[config.mk]
export PLATFORM = sky130hd
export DESIGN_NAME = result_monitor
export DESIGN_NICKNAME = d
export VERILOG_FILES = /design/src/rtl/result_monitor_pkg.sv /design/src/rtl/result_monitor_stability_detector.sv /design/src/rtl/result_monitor.sv
export SDC_FILE = /design/constraint.sdc
export NUM_CORES = 1
export LEC_CHECK = 0
export ABC_AREA = 0
export CAP_MARGIN = 20
export CORE_MARGIN = 1
export CORE_UTILIZATION = 45
export CTS_CLUSTER_DIAMETER = 60
export DETAILED_ROUTE_END_ITERATION = 16
export PLACE_DENSITY_LB_ADDON = 0.1
export SLEW_MARGIN = 10
export SYNTH_ARGS = -nofsm -noshare
export SYNTH_HDL_FRONTEND = slang
export SYNTH_SLANG_ARGS = --single-unit
[constraint.sdc]
create_clock -name clk -period 8.52 [get_ports clk]
set_input_delay 1.278 -clock clk [delete_from_list [all_inputs] [get_ports clk]]
set_output_delay 1.278 -clock clk [all_outputs]
set_load 0.1 [all_outputs]
[src/rtl/result_monitor_pkg.sv]
`default_nettype none
// ============================================================================
// Module      : result_monitor_pkg
// Description : Shared types and sizes for the result monitor and its
//               stability detector.
// Revision    : 1.0 - initial release
// ============================================================================
package result_monitor_pkg;

   localparam int NUM_WORDS = 7;
   localparam int WORD_W    = 32;
   localparam int IDX_W     = 3;

   typedef enum logic [1:0] {
      S_IDLE        = 2'd0,
      S_WAIT_STABLE = 2'd1,
      S_COMPARE     = 2'd2,
      S_DONE        = 2'd3
   } state_t;

endpackage
`default_nettype wire

[src/rtl/result_monitor_stability_detector.sv]
`default_nettype none
// ============================================================================
// Module      : stability_detector
// Description : Snapshots the watched words every enabled cycle and counts
//               consecutive cycles with no change, saturating at
//               STABLE_CYCLES.
// Revision    : 1.0 - initial release
// ============================================================================
module stability_detector
   import result_monitor_pkg::*;
#(
   parameter int STABLE_CYCLES = 16
) (
   input  logic              clk,
   input  logic              rst,
   input  logic              i_clear,
   input  logic              i_en,
   input  logic              i_first,
   input  logic [WORD_W-1:0] i_mem  [NUM_WORDS],
   output logic              o_stable,
   output logic [WORD_W-1:0] o_snap [NUM_WORDS]
);

   localparam int CNT_W = $clog2(STABLE_CYCLES) + 1;

   logic [WORD_W-1:0] r_snap [NUM_WORDS];
   logic [CNT_W-1:0]  r_cnt;
   logic              w_changed;

   // Any live word differing from its previous-cycle snapshot is a change.
   always_comb begin
      w_changed = 1'b0;
      for (int i = 0; i < NUM_WORDS; i++) begin
         if (i_mem[i] != r_snap[i]) begin
            w_changed = 1'b1;
         end
      end
   end

   // Snapshot capture and saturating stable counter; the first enabled
   // cycle always counts as a change because the snapshot is stale.
   always_ff @(posedge clk or posedge rst) begin
      if (rst) begin
         r_cnt <= '0;
         for (int i = 0; i < NUM_WORDS; i++) begin
            r_snap[i] <= '0;
         end
      end else if (i_clear) begin
         r_cnt <= '0;
      end else if (i_en) begin
         for (int i = 0; i < NUM_WORDS; i++) begin
            r_snap[i] <= i_mem[i];
         end
         if (i_first || w_changed) begin
            r_cnt <= '0;
         end else if (r_cnt != CNT_W'(STABLE_CYCLES)) begin
            r_cnt <= r_cnt + 1'b1;
         end
      end
   end

   assign o_stable = (r_cnt == CNT_W'(STABLE_CYCLES));
   assign o_snap   = r_snap;

endmodule
`default_nettype wire

[src/rtl/result_monitor.sv]
`default_nettype none
// ============================================================================
// Module      : result_monitor
// Description : Waits for seven observed memory words to settle, then
//               compares the frozen snapshot against expected values one word
//               per cycle and reports pass, timeout or first mismatch.
// Revision    : 1.0 - initial release
// ============================================================================
module result_monitor
   import result_monitor_pkg::*;
#(
   parameter int STABLE_CYCLES  = 16,
   parameter int TIMEOUT_CYCLES = 750
) (
   input  logic              clk,
   input  logic              rst,
   input  logic              start,
   input  logic [WORD_W-1:0] mem0, mem1, mem2, mem3, mem4, mem5, mem6,
   input  logic [WORD_W-1:0] exp0, exp1, exp2, exp3, exp4, exp5, exp6,
   output logic              busy,
   output logic              done,
   output logic              pass,
   output logic              timeout,
   output logic [IDX_W-1:0]  fail_idx,
   output logic [WORD_W-1:0] fail_val
);

   localparam int TCNT_W = $clog2(TIMEOUT_CYCLES) + 1;

   state_t              r_state, w_next;
   logic [TCNT_W-1:0]   r_tcnt;
   logic [IDX_W-1:0]    r_idx;
   logic                r_pass, r_timeout;
   logic [IDX_W-1:0]    r_fail_idx;
   logic [WORD_W-1:0]   r_fail_val;

   logic [WORD_W-1:0]   w_mem  [NUM_WORDS];
   logic [WORD_W-1:0]   w_exp  [NUM_WORDS];
   logic [WORD_W-1:0]   w_snap [NUM_WORDS];
   logic                w_stable, w_start_acc, w_in_wait, w_first, w_mismatch;
   logic                w_last_idx, w_tmo_hit;

   assign w_mem = '{mem0, mem1, mem2, mem3, mem4, mem5, mem6};
   assign w_exp = '{exp0, exp1, exp2, exp3, exp4, exp5, exp6};

   assign w_start_acc = start && ((r_state == S_IDLE) || (r_state == S_DONE));
   assign w_in_wait   = (r_state == S_WAIT_STABLE);
   assign w_first     = w_in_wait && (r_tcnt == '0);
   assign w_mismatch  = (w_snap[r_idx] != w_exp[r_idx]);
   assign w_last_idx  = (r_idx == IDX_W'(NUM_WORDS - 1));
   assign w_tmo_hit   = (r_tcnt == TCNT_W'(TIMEOUT_CYCLES - 1));

   stability_detector #(
      .STABLE_CYCLES (STABLE_CYCLES)
   ) u_stab (
      .clk      (clk),
      .rst      (rst),
      .i_clear  (w_start_acc),
      .i_en     (w_in_wait),
      .i_first  (w_first),
      .i_mem    (w_mem),
      .o_stable (w_stable),
      .o_snap   (w_snap)
   );

   // State register.
   always_ff @(posedge clk or posedge rst) begin
      if (rst) begin
         r_state <= S_IDLE;
      end else begin
         r_state <= w_next;
      end
   end

   // Next-state logic; stability takes priority over an expiring timeout.
   always_comb begin
      w_next = r_state;
      case (r_state)
         S_IDLE, S_DONE: begin
            if (start) w_next = S_WAIT_STABLE;
         end
         S_WAIT_STABLE: begin
            if (w_stable)       w_next = S_COMPARE;
            else if (w_tmo_hit) w_next = S_DONE;
         end
         S_COMPARE: begin
            if (w_mismatch || w_last_idx) w_next = S_DONE;
         end
         default: w_next = S_IDLE;
      endcase
   end

   // Run counters and result registers.
   always_ff @(posedge clk or posedge rst) begin
      if (rst) begin
         r_tcnt     <= '0;
         r_idx      <= '0;
         r_pass     <= 1'b0;
         r_timeout  <= 1'b0;
         r_fail_idx <= '0;
         r_fail_val <= '0;
      end else if (w_start_acc) begin
         r_tcnt     <= '0;
         r_idx      <= '0;
         r_pass     <= 1'b0;
         r_timeout  <= 1'b0;
         r_fail_idx <= '0;
         r_fail_val <= '0;
      end else if (w_in_wait) begin
         r_tcnt <= r_tcnt + 1'b1;
         r_idx  <= '0;
         if (!w_stable && w_tmo_hit) begin
            r_timeout <= 1'b1;
         end
      end else if (r_state == S_COMPARE) begin
         if (w_mismatch) begin
            r_fail_idx <= r_idx;
            r_fail_val <= w_snap[r_idx];
         end else if (w_last_idx) begin
            r_pass <= 1'b1;
         end else begin
            r_idx <= r_idx + 1'b1;
         end
      end
   end

   assign busy     = (r_state == S_WAIT_STABLE) || (r_state == S_COMPARE);
   assign done     = (r_state == S_DONE);
   assign pass     = r_pass;
   assign timeout  = r_timeout;
   assign fail_idx = r_fail_idx;
   assign fail_val = r_fail_val;

endmodule
`default_nettype wire

After elaboration in Yosys (flattened, before gate mapping)

Index checks and enable logic that the tools add are counted.

Logic and storage cells: 113
Memory bits (read-only): 0
Latch bits: 0
Bits of input ports: 451
Memories kept: 0
Register bits after elaboration: 282
Output and inout port bits: 39
RAM bits: 0

Div/mod/pow operators: 0
Reductions and logical operators: 25
$lt $le $gt $ge: 1
Muxes and demuxes: 45
Add/subtract/negate cells: 3
Shift-type cells: 0
Equality and inequality tests: 22
Bitwise gates (word level): 2
$mul: 0

Operators by type and width:

| operator                                                 | number |
|---|---|
| 2-to-1 mux 32 bit                                        | 8 |
| != test 32 bit                                           | 8 |
| binary-select mux 32 bit (select 3 bit)                  | 2 |
| 2-to-1 mux 3 bit                                         | 9 |
| 2-to-1 mux 11 bit                                        | 2 |
| 2-to-1 mux 5 bit                                         | 4 |
| 2-to-1 mux 1 bit                                         | 15 |
| adder 11 x 1 -> 11 bit, second input constant            | 1 |
| equality test 11 x 10 -> 1 bit, second input constant    | 1 |
| zero test 11 bit                                         | 1 |
| nonzero test 2 bit                                       | 5 |
| != test 3 x 2 -> 1 bit, second input constant            | 3 |
| AND reduction 3 bit                                      | 3 |
| 2-to-1 mux 2 bit                                         | 4 |
| one-hot mux 2 bit (3 select lines)                       | 1 |
| AND reduction 2 bit                                      | 3 |
| nonzero test 3 bit                                       | 2 |
| adder 5 x 1 -> 5 bit, second input constant              | 1 |
| equality test 5 bit, second input constant               | 1 |
| != test 5 bit, second input constant                     | 1 |
| equality test 2 bit, second input constant               | 2 |
| greater-or-equal comparator 4 bit, second input constant | 1 |
| logical OR 1 bit                                         | 4 |
| != test 2 x 1 -> 1 bit, second input constant            | 2 |
| other kinds (11)                                         | 14 |

Logic depth before layout (Yosys ltp)

Gate-level depths: netlist (run 1).

Depth after elaboration: 12
Mapped depth: 15

Modules after synthesis

From an unflattened synthesis (run 1), not the netlist that was laid out.

Cells, all modules: 1,605
Area total of the unflattened synthesis: 18,011.0 µm²

Modules (own cells, without submodules):

| module             | seq. area each (µm²) | instances | area each (µm²) | cells each |
|---|---|---|---|---|
| stability_detector | 5,730.5              | 1         | 11,477.3        | 975 |
| result_monitor     | 1,326.3              | 1         | 6,533.8         | 630 |

Worst setup path after synthesis (run 1)

No wires, ideal clock.

Path kind: input to register
From: in exp3[14]
To: reg r_fail_val[10], in the netlist fail_val[10]
Path buffers: 2
Path slack: 5,245 ps
Arrival: 3,155 ps
Cell stages on the path: 11
Required time: 8,400 ps
Path through: mux4_2 > xor2_1 > nor3_1 > a31oi_1 > nor4_1 > nand4_1 > o21ai_1 > nand2b_1 > buf_6 > buf_6 > o2bb2ai_2

Longest elaborated chain between the ends: 6

Ends and longest elaborated chain:

| item                                                  | line                  | RTL |
|---|---|---|
| start, declared                                       | result_monitor.sv:19  | `input logic [WORD_W-1:0] exp0, exp1, exp2, exp3, exp4, exp5, exp6,` |
| binary-select mux 32 bit (select 3 bit)               | result_monitor.sv:49  | `assign w_mismatch = (w_snap[r_idx] != w_exp[r_idx]);` |
| 2-to-1 mux 32 bit (not written as such) (2 in series) | result_monitor.sv:49  |  |
| != test 32 bit                                        | result_monitor.sv:49  |  |
| nonzero test 2 bit (no line)                          | --                    |  |
| AND reduction 3 bit (no line)                         | --                    |  |
| end signal, assigned                                  | result_monitor.sv:118 | `r_fail_val <= w_snap[r_idx];` |
| end, declared                                         | result_monitor.sv:35  | `logic [WORD_W-1:0] r_fail_val;` |

No other way between the ends. The select of a mux whose other input is x is not followed.
A chain may end at the register's enable or synchronous reset.

Final worst setup path (run 1)

From: reg r_idx[0]
To: reg r_fail_idx[0], in the netlist fail_idx[0]

Longest elaborated chain between the ends: 7
Elaborated cells on any way between the ends: 14
Those cells by class: 1 x eq/ne; 10 x mux; 1 x bitwise; 2 x reduce/logical

Ends and longest elaborated chain:

| item                                                  | line                  | RTL |
|---|---|---|
| start, declared                                       | result_monitor.sv:32  | `logic [IDX_W-1:0] r_idx;` |
| start signal, assigned                                | result_monitor.sv:122 | `r_idx <= r_idx + 1'b1;` |
| inverter 3 -> 4 bit (not written as such)             | result_monitor.sv:49  |  |
| binary-select mux 32 bit (select 3 bit)               | result_monitor.sv:49  |  |
| 2-to-1 mux 32 bit (not written as such) (2 in series) | result_monitor.sv:49  |  |
| != test 32 bit                                        | result_monitor.sv:49  |  |
| nonzero test 2 bit (no line)                          | --                    |  |
| AND reduction 3 bit (no line)                         | --                    |  |
| end signal, assigned                                  | result_monitor.sv:117 | `r_fail_idx <= r_idx;` |
| end, declared                                         | result_monitor.sv:34  | `logic [IDX_W-1:0] r_fail_idx;` |

Parallel ways exist; a longest one is shown, timed or not. The select of a mux whose other input is x is not followed.

==> metrics.yaml, run 1 <==
route:
  dr.pass1.iters: 5
  routed_wl_um: 78100
  antenna_left: 0
  detailedRoute.firstIterationViolations: 1595
  drc: 0
  routedWlPerCell_um: 30.0
  viasPerCell: 6.06
  via_count: 15800
finish:
  instances_no_fill: 2604
  nets: 2522
  diodes: 0
  fillCellCount: 3227
  seqCellArea_um2: 7070
  area_growth_pct: 34.9
  fin_util_pct: 62.2
  drive_gt1_share_pct: 16.8
  multi_input_area_um2: 9990
die:
  design.die.area_um2: 40800
  row_count: 72
  die_w_um: 202
  die_y_um: 202
  core_area_um2: 39000
  top_level_ports: 490
  start_util_pct: 46.1
setup_path:
  max_stage_delay_ns: 0.89
  criticalPathCategory: "reg2reg"
  path_cells: "buf_12, nand2b_1, o221ai_1, nand2_1, xor2_1, nor4_1, nand4_1, o21ai_1, nand2b_2, o2bb2ai_1"
  arrival_ns: 5.85
  worstSetupEndpointType: "flop"
  required_ns: 8.90
  cp_max_fo: 107
  worst-path-buf-inv: 1
  start_kind: "flop"
  crit_family: "simple AND/OR/NAND/NOR gates"
  critPathSlowestCell: "nand2b_2"
sta:
  hold_slack_ns: 0.503
  hold_viol: 0
  fin_crit_ns: 5.48
  worst_pin_slew_ns: 1.14
  finalCritPeriodShare_pct: 64.3
  drv_slew: 0
  fin_ws_ns: 3.04
  setup_viol: 0
  setup_tns_ns: 0
  rsz0062_at_grt: "no"
  max_freq_mhz: 183
  maxSlewHeadroom_pct: 24.1
  fin_worst_skew_ns: 0.0205
grt:
  grt_usage_pct: 37.7
  grt_overflow: 0
  grt_antenna_before_repair: 2
  first_global_vias: 15500
  grt_max_degree: 168
  grt_pass1_wl_um: 110000
synthesis:
  yosysWarnings: 0
  synth_edf_count: 0
  synth.top_cell.area_share_pct: 39.2
  syn_area_per_cell_um2: 11.2
  yosys-top-cells-count: "dfrtp_1 (282), mux2_2 (198), xnor2_1 (122)"
  synth.most_common_cell: "dfrtp_1"
  ys_seq_area_share_pct: 39.2
  ys_seq_elements: 282
  syn_area_um2: 18000
  synthArstFlopShare_pct: 100
  synth_fp_nets: 2072
  syn-instance-count: 1611
  yosysUniqueCellTypes: 60
  yosys-top-cells-area: "dfrtp_1 (39%), mux2_2 (12%), mux2i_1 (6.4%)"
  synth-main-ff-cell: "dfrtp_1"
  yosysTopAreaCell: "dfrtp_1"
clock_network:
  cts_tree: "yes"
  root_buffer: "clkbuf_16"
  clock_sink_count: 282
  cts.path.max_buffers: 3
  cts.reportedPaths.clkPinSlew_ns: 0.06
  cts_hold_buf: 0
  ctsHtreeMaxLevel: 2
  post_cts_resized: 0
  cts_buffers: 35
  cts_setup_buffers: 0
  insertion_delay_ns: 0.54
placement:
  dp_hpwl_um: 62500
  place_inst: 2541
  gp_congestion: 0.957
  io_buffers: 489
  dp_slack_ns: 3.28
job:
  maxCapViolCount: 0
power:
  peakVddDrop_mv: 0.292
  p_leak_nw: 9.29
  p_per_area_nw_per_um2: 341
hold_path:
  hp-class: "reg2reg"
outcome:
  status: "complete, no violations"
[registers in the layout, summed over array words and instances (netlist names)]
register,count
fail_idx,3
fail_val,32
pass,1
r_idx,3
r_state,2
r_tcnt,11
timeout,1
u_stab.o_snap,224
u_stab.r_cnt,5
[where the power goes]
part           internal [mW]  switching, mW  leakage, nW
combinational           1.67           2.29         5.29
sequential              1.98          0.827         3.43
clock                  0.886          0.610        0.562
total                   4.54           3.72         9.29
[cell type report]
type / instances / share of cell area, %
timing repair buffer: 505 / 20.8
inverter: 97 / 1.52
sequential: 282 / 29.1
tap: 518 / 2.67
multi-input combinational: 1140 / 41.2
clock buffer: 44 / 3.92
clock inverter: 18 / 0.779
[through the flow]
stage | power, mW | instance area [um2]
CTS | 8.21 | 24200
detailed placement | 6.70 | 23100
global placement | 6.64 | 23100
global route | 8.56 | 24300
floorplan | 5.22 | 18000
finish | 8.26 | 24300
[cell families (layout without fill, tap and decap cells)]
logic type	count (synthesis)	in the layout	share of synthesized area, %
multiplexers	347	347	23.0
AO/OA/AOI/OAI	293	293	13.3
adder cells (fa/ha/maj)	10	10	0.696
buffers and inverters	189	664	5.30
flip-flops	282	282	39.2
AND/OR/NAND/NOR	272	272	7.82
XOR/XNOR	218	218	10.6
[placed cells by master (no fill, tap or decap), drive strengths merged, types with 5 or more instances in the layout]
cell / netlist / final
a22oi: 16 / 16
clkbuf: 41 / 44
dfrtp: 282 / 282
buf: 51 / 16
o21ai: 70 / 70
clkinv: 0 / 10
o22ai: 29 / 29
a21oi: 6 / 6
clkdlybuf4s50: 0 / 489
nand4: 36 / 36
nand2b: 18 / 18
a2111oi: 9 / 9
o2111ai: 5 / 5
mux2: 199 / 199
a221oi: 25 / 25
nand2: 88 / 88
xnor2: 122 / 122
nor2b: 23 / 23
a22o: 10 / 10
xor2: 96 / 96
nor4: 36 / 36
inv: 97 / 99
a221o: 16 / 16
o2bb2ai: 66 / 66
o221ai: 20 / 20
mux2i: 115 / 115
nor2: 33 / 33
nor3: 9 / 9
mux4: 33 / 33
ha: 10 / 10
nand3: 12 / 12
[metal layers]
metal,global-route usage [%],share of wire [%],vias to the layer above
li1,-,-,6849
met1,48.8,40,7997
met2,62.7,48,812
met3,6.06,7.7,127
met4,15.8,4.5,2
met5,0,0.017,-
[final timing paths]
kind,start,endpoint,slack (ns),depth (start not counted)
setup / recovery,r_idx[0]$_DFFE_PP0P_,fail_idx[0]$_DFFE_PP0P_,3.04,10
hold / removal,fail_val[31]$_DFFE_PP0P_,fail_val[31]$_DFFE_PP0P_,0.50,1
setup reg to reg,r_idx[0]$_DFFE_PP0P_,fail_idx[0]$_DFFE_PP0P_,3.04,10
hold reg to reg,fail_val[31]$_DFFE_PP0P_,fail_val[31]$_DFFE_PP0P_,0.50,1
max in group asynchronous,rst,r_idx[0]$_DFFE_PP0P_,5.53,4
min in group asynchronous,rst,u_stab.o_snap[172]$_DFFE_PP0P_,1.18,2
(Power assumes the default switching activity.)
==> run 2, diff against run 1 <==
- clock period: 8.52 -> 4.9 ns (I/O delays scaled with it)
==> metrics.yaml, run 2 (synthesis results as in run 1) <==
clock_network:
  cts.path.max_buffers: 3  # unchanged
  ctsHtreeMaxLevel: 2  # unchanged
  cts.reportedPaths.clkPinSlew_ns: 0.06  # about the same
  cts_buffers: 34  # -2.9%
  post_cts_resized: 0  # unchanged
  cts_hold_buf: 0  # unchanged
  insertion_delay_ns: 0.53  # about the same
  clock_sink_count: 282  # unchanged
  root_buffer: "clkbuf_16"
  cts_tree: "yes"
  cts_setup_buffers: 0  # unchanged
power:
  p_per_area_nw_per_um2: 586  # +72%
  peakVddDrop_mv: 0.350  # +20%
  p_leak_nw: 9.36  # +0.79%
grt:
  grt_usage_pct: 37.1  # -0.63 points
  grt_max_degree: 176  # +4.8%
  first_global_vias: 15400  # -0.64%
  grt_overflow: 0  # unchanged
  grt_pass1_wl_um: 109000  # -1.3%
  grt_antenna_before_repair: 1  # -1
sta:
  fin_worst_skew_ns: 0.0252  # +0.00477 ns
  setup_tns_ns: 0  # unchanged
  hold_viol: 0  # unchanged
  worst_pin_slew_ns: 1.13  # -0.00503 ns
  hold_slack_ns: 0.497  # -0.00641 ns
  max_freq_mhz: 241  # +32%
  fin_crit_ns: 4.15  # -1.33 ns
  rsz0062_at_grt: "no"
  drv_slew: 0  # unchanged
  fin_ws_ns: 0.753  # -2.29 ns
  maxSlewHeadroom_pct: 24.4  # +0.34 points
  finalCritPeriodShare_pct: 84.6  # +20 points
  setup_viol: 0  # unchanged
hold_path:
  hp-class: "reg2reg"
  min_path_cells: 1  # unchanged
route:
  dr.pass1.iters: 5  # unchanged
  detailedRoute.firstIterationViolations: 1567  # -1.8%
  antenna_left: 0  # unchanged
  routed_wl_um: 76900  # -1.5%
  viasPerCell: 5.99  # -1.2%
  routedWlPerCell_um: 29.4  # -2.0%
  drc: 0  # unchanged
  via_count: 15700  # -0.67%
die:
  die_w_um: 202  # unchanged
  core_area_um2: 39000  # unchanged
  design.die.area_um2: 40800  # unchanged
  die_y_um: 202  # unchanged
  start_util_pct: 46.1  # unchanged
  top_level_ports: 490  # unchanged
  row_count: 72  # unchanged
job:
  maxCapViolCount: 0  # unchanged
setup_path:
  r2r_cells: 11  # +1
  start_kind: "flop"
  worstSetupEndpointType: "flop"
  cp_max_fo: 49  # -54%
  criticalPathCategory: "reg2reg"
  required_ns: 5.33  # -3.57 ns
  arrival_ns: 4.58  # -1.27 ns
  r2r_slack_ns: 0.75  # -2.29 ns
finish:
  mostFrequentLayoutCell: "clkdlybuf4s50_1"
  largest_reg_flops: 224  # unchanged
  nets: 2536  # +0.56%
  area_growth_pct: 35.7
  drive_gt1_share_pct: 17.2  # +0.32 points
  layout_common_cells: "clkdlybuf4s50_1 (489), dfrtp_1 (279), mux2_2 (198), xnor2_1 (122), mux2i_1 (115)"
  fin_util_pct: 62.5  # +0.35 points
outcome:
  status: "complete, no violations"
placement:
  io_buffers: 489  # unchanged
  dp_hpwl_um: 62100  # -0.71%
  dp_slack_ns: 0.854  # -2.42 ns
  gp_congestion: 0.973  # +1.7%
-- run 2: cell types whose count changed in the layout (fill, tap and decap cells not counted), sizes merged --
cell / change
inv: -3
buf: +15
bufinv: -2
clkbuf: +6
diode: +1
clkinv: -3
-- run 2: cell type report --
| class | count | area (um2) |
|---|---|---|
| clock inverters | 10 | 106 |
| fillers | 3219 | 14600 |
| diodes | 1 | 2.50 |
| repair buffers | 520 | 5220 |
| flip-flops and latches | 282 | 7070 |
| clock buffers | 50 | 992 |
| well taps | 518 | 648 |
| inverters | 97 | 368 |
| multi-input cells | 1140 | 9990 |
-- run 2: metal layers --
metal | wire (um) | track usage, % | vias up
li1 | - | - | 6864
met1 | 30700 | 47.7 | 7861
met2 | 36400 | 61.1 | 802
met3 | 6020 | 6.68 | 153
met4 | 3810 | 16.5 | 2
met5 | 12 | 0 | -
-- run 2: power breakdown --
group	internal, mW	switching (mW)	total, mW
registers	3.44	1.47	4.91
clock network	1.47	1.03	2.49
logic	2.95	3.94	6.89
-- run 2: worst paths after layout --
check / start / to
worst max-delay path: r_idx[0]$_DFFE_PP0P_ / fail_val[23]$_DFFE_PP0P_
worst min-delay path: fail_val[30]$_DFFE_PP0P_ / fail_val[30]$_DFFE_PP0P_
worst max register to register: r_idx[0]$_DFFE_PP0P_ / fail_val[23]$_DFFE_PP0P_
worst min register to register: fail_val[30]$_DFFE_PP0P_ / fail_val[30]$_DFFE_PP0P_
max in group asynchronous: rst / r_idx[1]$_DFFE_PP0P_
min in group asynchronous: rst / u_stab.o_snap[217]$_DFFE_PP0P_
-- run 2: worst max-delay path, stage by stage, from the launching register on --
cell and delay [ns]:
dfrtp_4 0.89, buf_12 0.39, mux2i_1 0.52, a22oi_1 0.19
nand2_1 0.24, xor2_1 0.10, nor4_1 0.40, nand4_1 0.23
o21ai_1 0.20, a21o_2 0.46, buf_12 0.25, o2bb2ai_2 0.12
-- run 2: metrics by stage --
step	power (mW)	instances	cell area [um2]
after CTS	14.2	2617	24400
after global routing	14.8	2617	24400
after floorplan	9.08	1611	18000
final	14.3	2618	24400
after global placement	11.6	2557	23300
after detailed placement	11.7	2557	23300
==> variant, RTL diff (settings of run 1) <==
`STABLE_CYCLES` is set to 16 in 2 places; all go to 32.
--- a/src/rtl/result_monitor_stability_detector.sv
+++ b/src/rtl/result_monitor_stability_detector.sv
@@ -9,7 +9,7 @@
 module stability_detector
    import result_monitor_pkg::*;
 #(
-   parameter int STABLE_CYCLES = 16
+   parameter int STABLE_CYCLES = 32
 ) (
    input  logic              clk,
    input  logic              rst,
--- a/src/rtl/result_monitor.sv
+++ b/src/rtl/result_monitor.sv
@@ -9,7 +9,7 @@
 module result_monitor
    import result_monitor_pkg::*;
 #(
-   parameter int STABLE_CYCLES  = 16,
+   parameter int STABLE_CYCLES  = 32,
    parameter int TIMEOUT_CYCLES = 750
 ) (
    input  logic              clk,
Behaviour: same outputs for any inputs over 4 cycles, from zero or initial values and one cycle with rst high; that may be too few to reach the edited logic, so the function may still have changed.
==> variant against run 1 <==
Routed wire length fell by 2.1%. Count of clock-buffer cells in the layout rose by 2. Total power fell by 3.6%. Sequential share of layout area barely moved. Sequential cell count rose by 1. Combinational power fell by 8.8%. Sequential power fell by 2%. Maximum frequency rose by 6.6%. Critical path depth rose by 1. Cell area rose by 0.41%. Area after synthesis fell by 0.40%. Worst setup slack improved by 0.34 ns. First-iteration DRC count fell by 20%. Largest power group unchanged. Highest routed layer is now met4.
==> variant: results (changes against run 1) <==
Power and ir drop
  • P per Cell Area: 327 nW/um2 (-4.0%)
  • Leak pwr: 0.00933 uW (+0.48%)
  • VDD IR-drop max: 203 uV (-31%)

Logic synthesis
  • Warnings from Yosys: 0 (unchanged)
  • Post-Synth XOR/XNOR Area: 0.0954 (-0.0108)
  • Synth Area in Adders: 0.00699 (+0.0000282)
  • Seq/Total Area, Yosys: 0.395 (+0.00299)
  • Post-Syn Nets: 2076 (+0.19%)
  • Compound-Gate Fraction of Synth Area: 0.134 (+0.000680)
  • Top post-synthesis cells by count: dfrtp_1 (283), mux2_2 (208), xnor2_1 (136)
  • Synth area leaders: dfrtp_1 (40%), mux2_2 (13%), xnor2_1 (6.7%)
  • #FFs+latches synth: 283 (+0.35%)
  • Synth unique cells: 64 (+6.7%)
  • Mux share of post-synthesis cell area: 0.234 (+0.00450)

Layout
  • Multi-input gates: 1153 (+1.1%)
  • Fraction of area in multi-input gates: 0.408 (-0.00395)
  • Final Net Count: 2529 (+0.28%)
  • Filler cells: 3255 (+0.87%)
  • Seq/total area: 0.291 (about the same)
  • Non-CTS inverters: 87 (-10%)
  • Buffering overhead: 0.210 (+0.00171)
  • Share of layout cells above drive strength 1: 0.159 (-0.00909)
  • Number of clock buffers in the layout: 46 (+4.5%)
  • Area grow syn2layout: 36.0%
  • Count of non-CTS buffers in the layout: 508 (+0.59%)
  • Antenna cell count: 4 (+4)

Drt
  • Via density: 6.09 (+0.39%)
  • Drt wl/cell: 29.2 um (-2.5%)
  • Drt first-iter violations: 1275 (-20%)

CTS
  • Clock slew at reported path FFs: 0.06 ns (about the same)
  • Worst-skew pair later-pin latency: 0.52 ns (-0.02 ns)
  • CTS Buf Count: 35 (unchanged)

Global route
  • Wire length of the first global-routing pass: 110000 um (-0.74%)
  • Pin count of the biggest net entering global routing: 161 (-4.2%)
  • Initial antenna violation count: 4 (+2)

Placed design
  • Pre-CTS setup slack: 3.35 ns (+0.0696 ns)
  • Area post-placement: 23100 um2 (-0.23%)
  • Final HPWL DP: 60300 um (-3.6%)
  • GP Congestion: 1.02 (+6.4%)

Min path
  • Hold depth: 1 (unchanged)
  • Hold Crit Start: fail_val[8]
  • End of the worst hold path: fail_val[8]

Worst setup path
  • Arr. time, crit path: 5.56 ns (-0.29 ns)
  • CP Max Fanout: 39 (-64%)
  • Flop-to-flop setup slack: 3.39 ns (+0.34 ns)
  • RR Startpoint: r_idx[1]
  • Reg2reg path depth: 11 (+1)
  • R2r endpoint: fail_val[3]

Run status
  • Outcome: complete, no violations

STA
  • Skew final: 0.0157 ns (-0.00475 ns)
  • Hold slack: 0.489 ns (-0.0147 ns)
-- variant: through the flow --
step / power [uW] / std cells
final: 7960 / 2614
after floorplan: 4880 / 1615
after global routing: 8270 / 2614
after CTS: 7870 / 2608
after detailed placement: 6260 / 2547
after global placement: 6200 / 2547
-- variant: worst max-delay path, cell delays in order (launching register included) --
cell	delay (ns)
dfrtp_4	0.76
buf_4	0.60
buf_4	0.59
mux2_2	0.41
a221o_1	0.33
o211ai_1	0.10
nand4b_1	0.16
nor4_2	0.59
and4b_1	0.38
a21oi_4	0.11
o21bai_4	0.76
o2bb2ai_1	0.19
-- variant: layer usage --
metal  global-route usage  wire length [um]  vias to the layer above
met5                    0                 0                        -
met4                0.137              3010                        0
met3               0.0627              5880                      137
met2                0.621             37200                      820
met1                0.479             30400                     8027
li1                     -                 -                     6925
-- variant: power breakdown --
group / switching (uW) / internal, uW
Sequential: 788 / 1960
Combinational: 1990 / 1630
Clock: 616 / 983
